[config.mk]
export PLATFORM = sky130hd
export DESIGN_NAME = ecc_err_logger
export DESIGN_NICKNAME = d
export VERILOG_FILES = /design/src/rtl/ecc_err_logger.sv
export SDC_FILE = /design/constraint.sdc
export NUM_CORES = 1
export LEC_CHECK = 0
export BUFFER_PORTS_ARGS = -buffer_cell sky130_fd_sc_hd__buf_2
export CAP_MARGIN = 0
export CORE_MARGIN = 2
export CORE_UTILIZATION = 53
export CTS_BUF_LIST = sky130_fd_sc_hd__clkbuf_16
export DETAILED_ROUTE_END_ITERATION = 6
export PLACE_DENSITY_LB_ADDON = 0.3
export SLEW_MARGIN = 20
export SYNTH_ARGS = -nofsm -noshare
export SYNTH_HDL_FRONTEND = slang
export SYNTH_SLANG_ARGS = --single-unit
[constraint.sdc]
create_clock -name clk -period 5.4 [get_ports clk]
set_input_delay 1.08 -clock clk [delete_from_list [all_inputs] [get_ports clk]]
set_output_delay 1.08 -clock clk [all_outputs]
set_load 0.05 [all_outputs]
[src/rtl/ecc_err_logger.sv]
// rtl/ecc_err_logger.sv - SECDED error counters, error-record FIFO and sticky interrupt
module ecc_err_logger #(
  parameter int ADDR_WIDTH = 32,
  parameter int CNT_WIDTH  = 16,
  parameter int LOG_DEPTH  = 4
) (
  input  logic                  clk,
  input  logic                  rst,
  input  logic                  dec_valid,
  input  logic                  single_err,
  input  logic                  double_err,
  input  logic [ADDR_WIDTH-1:0] dec_addr,
  input  logic                  clear,
  input  logic [CNT_WIDTH-1:0]  ce_threshold,
  output logic                  log_valid,
  input  logic                  log_ready,
  output logic                  log_type,
  output logic [ADDR_WIDTH-1:0] log_addr,
  output logic [CNT_WIDTH-1:0]  ce_count,
  output logic [CNT_WIDTH-1:0]  ue_count,
  output logic                  log_overflow,
  output logic                  irq
);

  localparam int PW = $clog2(LOG_DEPTH);
  localparam logic [CNT_WIDTH-1:0] CNT_MAX = '1;
  localparam logic [CNT_WIDTH-1:0] CNT_ONE = {{(CNT_WIDTH-1){1'b0}}, 1'b1};

  // Record layout: {type, addr}, type 1 = UE
  logic [ADDR_WIDTH:0] mem [LOG_DEPTH];
  logic [PW:0]         wr_ptr;
  logic [PW:0]         rd_ptr;
  logic                empty;
  logic                full;
  logic                evt;
  logic                ce_inc;
  logic                ue_inc;
  logic                pop;
  logic                we;
  logic [PW-1:0]       wr_idx;
  logic [ADDR_WIDTH:0] head;
  logic                ue_seen;

  assign empty  = (wr_ptr == rd_ptr);
  assign full   = (wr_ptr[PW-1:0] == rd_ptr[PW-1:0]) && (wr_ptr[PW] != rd_ptr[PW]);
  assign evt    = dec_valid & (single_err | double_err);
  assign ue_inc = evt & double_err;
  assign ce_inc = evt & ~double_err;
  // Clear wins over a pop; a same-cycle event lands in the freshly emptied FIFO
  assign pop    = ~empty & log_ready & ~clear;
  assign we     = evt & (clear | ~full | pop);
  assign wr_idx = clear ? '0 : wr_ptr[PW-1:0];
  assign head   = mem[rd_ptr[PW-1:0]];

  // Head presentation is gated so outputs read zero whenever nothing is queued
  assign log_valid = ~empty;
  assign log_type  = log_valid & head[ADDR_WIDTH];
  assign log_addr  = log_valid ? head[ADDR_WIDTH-1:0] : '0;

  // FIFO pointers: clear restarts at slot 0, holding the same-cycle record if any
  always_ff @(posedge clk or posedge rst) begin
    if (rst) begin
      wr_ptr <= '0;
      rd_ptr <= '0;
    end else if (clear) begin
      rd_ptr <= '0;
      wr_ptr <= {{PW{1'b0}}, evt};
    end else begin
      if (pop) rd_ptr <= rd_ptr + 1'b1;
      if (we)  wr_ptr <= wr_ptr + 1'b1;
    end
  end

  // Record storage; contents need no reset since the head is gated by log_valid
  always_ff @(posedge clk) begin
    if (we) mem[wr_idx] <= {double_err, dec_addr};
  end

  // Sticky overflow when a record is dropped for lack of space
  always_ff @(posedge clk or posedge rst) begin
    if (rst) begin
      log_overflow <= 1'b0;
    end else if (clear) begin
      log_overflow <= 1'b0;
    end else if (evt && full && !pop) begin
      log_overflow <= 1'b1;
    end
  end

  // Saturating error counters; a same-cycle event is counted on top of a clear
  always_ff @(posedge clk or posedge rst) begin
    if (rst) begin
      ce_count <= '0;
      ue_count <= '0;
    end else if (clear) begin
      ce_count <= ce_inc ? CNT_ONE : '0;
      ue_count <= ue_inc ? CNT_ONE : '0;
    end else begin
      if (ce_inc && ce_count != CNT_MAX) ce_count <= ce_count + CNT_ONE;
      if (ue_inc && ue_count != CNT_MAX) ue_count <= ue_count + CNT_ONE;
    end
  end

  // Remembers that a UE was counted at the last edge so irq follows one cycle later
  always_ff @(posedge clk or posedge rst) begin
    if (rst) ue_seen <= 1'b0;
    else     ue_seen <= ue_inc;
  end

  // Sticky interrupt evaluated from the registered counter state
  always_ff @(posedge clk or posedge rst) begin
    if (rst) begin
      irq <= 1'b0;
    end else if (clear) begin
      irq <= 1'b0;
    end else if (ue_seen || (ce_threshold != '0 && ce_count >= ce_threshold)) begin
      irq <= 1'b1;
    end
  end

endmodule

After elaboration in Yosys (flattened, before gate mapping)
Memories as Yosys holds them, arrays and structs flattened. Index checks and enable logic that the tools add are counted.

Register bits: 41. Latch bits: 0. Bits in writable memories: 132. Memory bits (read-only): 0. Input bits: 55. Logic and storage cells: 65. Memories kept: 1.

Memory list: mem (depth 4, bits a word 33, read ports 1, clocked after Yosys merged registers in 0, write ports 1, RTL line 30) `logic [ADDR_WIDTH:0] mem [LOG_DEPTH];`.

Add/sub/neg operators: 4. $mul: 0. Divide/modulo/power cells: 0. Magnitude comparators: 1. Equal/unequal tests: 5. Shift-type cells: 0. Multiplexer cells: 18. Bitwise operators: 14. Reductions and logical operators: 15.

Operators by type and width (count): $mux W16 (4); $add A16 B1 Y16 const B (2); $mux W32 (1); $ne A16 B16 Y1 const B (2); $ge A16 B16 Y1 (1); $reduce_bool A16 Y1 (1); $mux W3 (4); $reduce_bool A2 Y1 (6); $mux W1 (8); $and A1 B1 Y1 (7); $add A3 B1 Y3 const B (2); $logic_and A1 B1 Y1 (6); $not A1 Y1 (4); $eq A3 B3 Y1 (1); $or A1 B1 Y1 (3); $eq A2 B2 Y1 (1); $mux W2 (1); $logic_not A1 Y1 (1); $logic_or A1 B1 Y1 (1); $ne A1 B1 Y1 (1).

Depth between registers and ports, before layout
Depth after elaboration: 8. Mapped depth: 7. Gate-level depth less buffers: 7.

Least setup slack after synthesis
No wires, ideal clock.

Kind: input port to flip-flop. Start point: input clear. End point: memory mem[1][0] (netlist name) (enable). Data arrival time: 4.267 ns. Setup slack: 0.661 ns. Stages on the path: 4. Buffers on the path: 1. Cell sequence: clkbuf_2 -> nor2_1 -> a41oi_1 -> nor3b_1.

Word-level cells in the longest chain between the ends: 6. Elaborated cells on any way between the ends: 8. Classes of those cells: 3 x mux; 5 x bitwise.

Ends and longest elaborated chain: start: declaration (RTL line 13) `input logic clear,`; $not A1 Y1 (RTL line 50) `assign pop = ~empty & log_ready & ~clear;`; $and A1 B1 Y1 (RTL line 50); $or A1 B1 Y1 (RTL line 51) `assign we = evt & (clear | ~full | pop);`; $and A1 B1 Y1 (RTL line 51); $mux W1 (RTL line 76) `if (we) mem[wr_idx] <= {double_err, dec_addr};`; $mux W1 (implied by the code) (RTL line 76); end: declaration (RTL line 30).

Parallel ways exist; a longest one is shown, timed or not.

Worst setup path after layout
Start point: register rd_ptr[0]. End point: output log_addr[27].

Word-level cells in the longest chain between the ends: 2. Elaborated cells on any way between the ends: 3. Classes of those cells: 1 x eq/ne; 1 x mux; 1 x memory.

Ends and longest elaborated chain: start: declaration (RTL line 32) `logic [PW:0] rd_ptr;`; start signal: assignment (RTL line 69) `if (pop) rd_ptr <= rd_ptr + 1'b1;`; $mem_v2 Z4 W33 or $eq A3 B3 Y1 (tied branches); $mux W32 (*) (RTL line 58) `assign log_addr = log_valid ? head[ADDR_WIDTH-1:0] : '0;`; end: declaration (RTL line 18) `output logic [ADDR_WIDTH-1:0] log_addr,`.

Every way passes the cells marked *; elsewhere a longest branch is shown, timed or not.

==> results.toml <==
[run_status]
status = "finished clean"

[placement]
dpl.hpwl_um = 9740
postPlaceCellArea_um2 = 8390
io_buffers = 122
globalplace.congestion = 0.815

[pwr]
seq_power_share_pct = 40.5
power_density_nw_per_um2 = 430
clkPwrFrac_pct = 31.8
power.internal_uw = 2550
finalPower_uw = 3860
leakagePower_uw = 0.00353
p_comb_share_pct = 27.7
switchingPower_uw = 1310
vdd_drop_max_uv = 453
sw_frac_of_total_pct = 33.9

[global_route]
antenna_found_initial = 0
grt_pass1_wl_um = 24100
overflow = 0
grt_pass1_vias = 4711
grt_max_degree = 47
track_usage_pct = 21.2

[worst_setup_path]
worst-r2r-cell-count = 4
cp_data_required_time_ns = 4.32
critical_path_class = "reg2out"
endpoint_kind = "output pin"
r2r_start = "rd_ptr[0]$_DFFE_PP0P_"
arrival_ns = 2.70
crit_path_start = "rd_ptr[0]$_DFFE_PP0P_"
cp_max_fo = 26
crit_path_start_kind = "flip-flop"

[finish]
multiInputGateArea_um2 = 2450
stdcell_area_um2 = 8980
post-route-util_pct = 64.5
synthToLayoutAreaGrowth_pct = 18.5
fillers = 1006
seq_area_um2 = 4990
drive_gt1_share_pct = 30.7
nets = 701
antenna_cells = 0

[detailed_routing]
vias = 4679
ant_nets = 0
wl_um = 15100
wl_per_cell_um = 18.4
vias_per_cell = 5.71
drc = 0
dr.first_iter.drc_count = 433
firstDrtPassIters = 4

[synthesis]
synth_edf_count = 132
yosysWarnings = 0
synth_area_leader_cell = "edfxtp_1"
synth.distinct_cells = 43
synthesis.area_um2 = 7580
syn_nets = 575
syn_area_per_cell_um2 = 15.2
synth_cells = 500
ys_seq_area_share_pct = 65.8
ys_top_cells_by_area = "edfxtp_1 (52%), dfrtp_1 (14%), mux4_2 (9.8%), ha_1 (3.3%), and2_1 (3.0%)"
ys_ff_latch = 173
async_flop_share_pct = 23.7
ys.flop_type = "edfxtp_1"
synth_top_area_share_pct = 52.3

[clocking]
cts.sinks = 173
cts_buffers = 17
clkTransAtPathRegs_ns = 0.06
htree_levels = 4
cts_tree = "built"
clk_path_buf_depth = 2
clock_latency_ns = 0.43
post_cts_buffers = 0
clockRootBuffer = "clkbuf_16"
cts_hold_buf = 0
postCtsResizedCells = 0

[worst_hold_path]
min_from = "ce_count[4]$_DFFE_PP0P_"
whs_path_depth = 1
hp-class = "reg2reg"

[sta]
drv_slew = 0
period_minus_slack_ns = 3.78
maxSlewHeadroom_pct = 29.3
setup_tns_ns = 0
fmax_mhz = 264
period_share_pct = 70.1
worstMarginPinSlew_ns = 1.06
finalHoldViolations = 0
grt_setup_unrepaired = "no"
clock_skew_ns = 0.0181
setup_violations = 0

[floorplan]
ioPinCount = 123
die_w_um = 124
row_count = 43
design.core.area_um2 = 13900
dieHeight_um = 124
dieArea_um2 = 15300
initial_core_util_pct = 54.4

[flow_run]
drv_cap = 0
[cells in the final DEF, fill, tap and decap left out, types with 2 or more instances in the layout]
| cell | synthesis | routed |
|---|---|---|
| a2111oi_0 | 2 | 2 |
| a211oi_1 | 9 | 9 |
| a21oi_1 | 13 | 13 |
| a41oi_1 | 3 | 3 |
| and2_1 | 36 | 36 |
| and3_1 | 7 | 7 |
| and4_1 | 4 | 4 |
| buf_2 | 7 | 122 |
| buf_4 | 1 | 5 |
| bufinv_16 | 0 | 3 |
| clkbuf_16 | 0 | 17 |
| clkinv_1 | 0 | 2 |
| clkinvlp_4 | 0 | 2 |
| dfrtp_1 | 41 | 39 |
| dfrtp_2 | 0 | 2 |
| edfxtp_1 | 132 | 132 |
| ha_1 | 20 | 20 |
| inv_1 | 20 | 22 |
| inv_6 | 0 | 3 |
| mux2i_1 | 4 | 4 |
| mux4_2 | 33 | 33 |
| nand2_1 | 19 | 19 |
| nand3_1 | 11 | 11 |
| nand3b_1 | 4 | 4 |
| nand4_1 | 14 | 14 |
| nor2_1 | 34 | 33 |
| nor2b_1 | 4 | 4 |
| nor3_1 | 9 | 8 |
| nor4_1 | 5 | 5 |
| o211ai_1 | 2 | 2 |
| o21ai_0 | 8 | 8 |
| o311ai_0 | 2 | 2 |
| o31ai_1 | 2 | 2 |
| or3_1 | 2 | 2 |
| or4_1 | 2 | 2 |
| xnor2_1 | 15 | 15 |
| xor2_1 | 13 | 13 |
[state kept, by name (all words and copies together), names as in the netlist]
name          flops
wr_ptr            3
ce_count         16
log_overflow      1
ue_seen           1
rd_ptr            3
ue_count         16
irq               1
mem             132
[worst max-delay path, stage by stage, from the launching register on]
cell	delay [ns]
dfrtp_2	0.93
buf_4	0.40
mux4_2	0.54
and2_1	0.19
buf_2	0.21
[worst paths after layout]
check	to	slack (ns)
hold reg to reg	ce_count[4]$_DFFE_PP0P_	0.55
hold / removal	ce_count[4]$_DFFE_PP0P_	0.55
setup / recovery	log_addr[27]	1.62
min in group asynchronous	ue_count[9]$_DFFE_PP0P_	0.78
setup reg to reg	mem[3][32]$_DFFE_PP_	2.21
max in group asynchronous	rd_ptr[1]$_DFFE_PP0P_	4.23
[cell usage after synthesis (2+ instances only)]
master,n
nand4_1,14
a2111oi_0,2
a211oi_1,9
xnor2_1,15
o211ai_1,2
nor4_1,5
edfxtp_1,132
buf_2,7
inv_1,20
mux4_2,33
nor2_1,34
ha_1,20
dfrtp_1,41
or3_1,2
nor3_1,9
o21ai_0,8
a41oi_1,3
clkbuf_1,11
mux2i_1,4
and4_1,4
and3_1,7
o311ai_0,2
a21oi_1,13
nand2_1,19
o31ai_1,2
nand3_1,11
xor2_1,13
or4_1,2
nor2b_1,4
and2_1,36
nand3b_1,4
[metrics by stage]
step                      hold WS, ns  setup slack (ns)  instances
final                           0.546              1.62        819
after global routing            0.595              1.42        819
after CTS                       0.550              1.52        819
after detailed placement        0.541              1.45        787
after global placement          0.524              1.62        787
after floorplan                 0.523             0.661        500
[logic make-up (layout without fill, tap and decap cells)]
| group | Yosys count | count (layout) | share of synthesized area (%) |
|---|---|---|---|
| xor+xnor | 28 | 28 | 3.23 |
| compound gates | 46 | 46 | 3.99 |
| simple gates | 156 | 156 | 11.2 |
| fa+ha+maj | 20 | 20 | 3.30 |
| flops | 173 | 173 | 65.8 |
| mux | 37 | 37 | 10.3 |
| buf+inv | 40 | 179 | 2.16 |
[cell type report]
| type | instances | share of cell area (%) |
|---|---|---|
| flip-flops and latches | 173 | 55.6 |
| multi-input cells | 287 | 27.2 |
| repair buffers | 127 | 7.21 |
| clock buffers | 17 | 4.74 |
| well taps | 180 | 2.51 |
| clock inverters | 15 | 1.91 |
| inverters | 20 | 0.836 |
[routing by layer]
layer / GRT usage [%] / part of all wire [%]
met5: 0 / 0
met3: 5.27 / 6.3
met2: 34.8 / 50
met4: 7.32 / 1.5
met1: 27.8 / 42
[power groups by stage]
stage | sequential, µW | combinational [µW] | clock (µW)
after global placement | 1590 | 1060 | 0
after CTS | 1570 | 1080 | 1250
after global routing | 1580 | 1130 | 1300
final | 1560 | 1070 | 1230
after floorplan | 1540 | 871 | 0
after detailed placement | 1590 | 1080 | 0
Power figures use the tool's default switching activity.
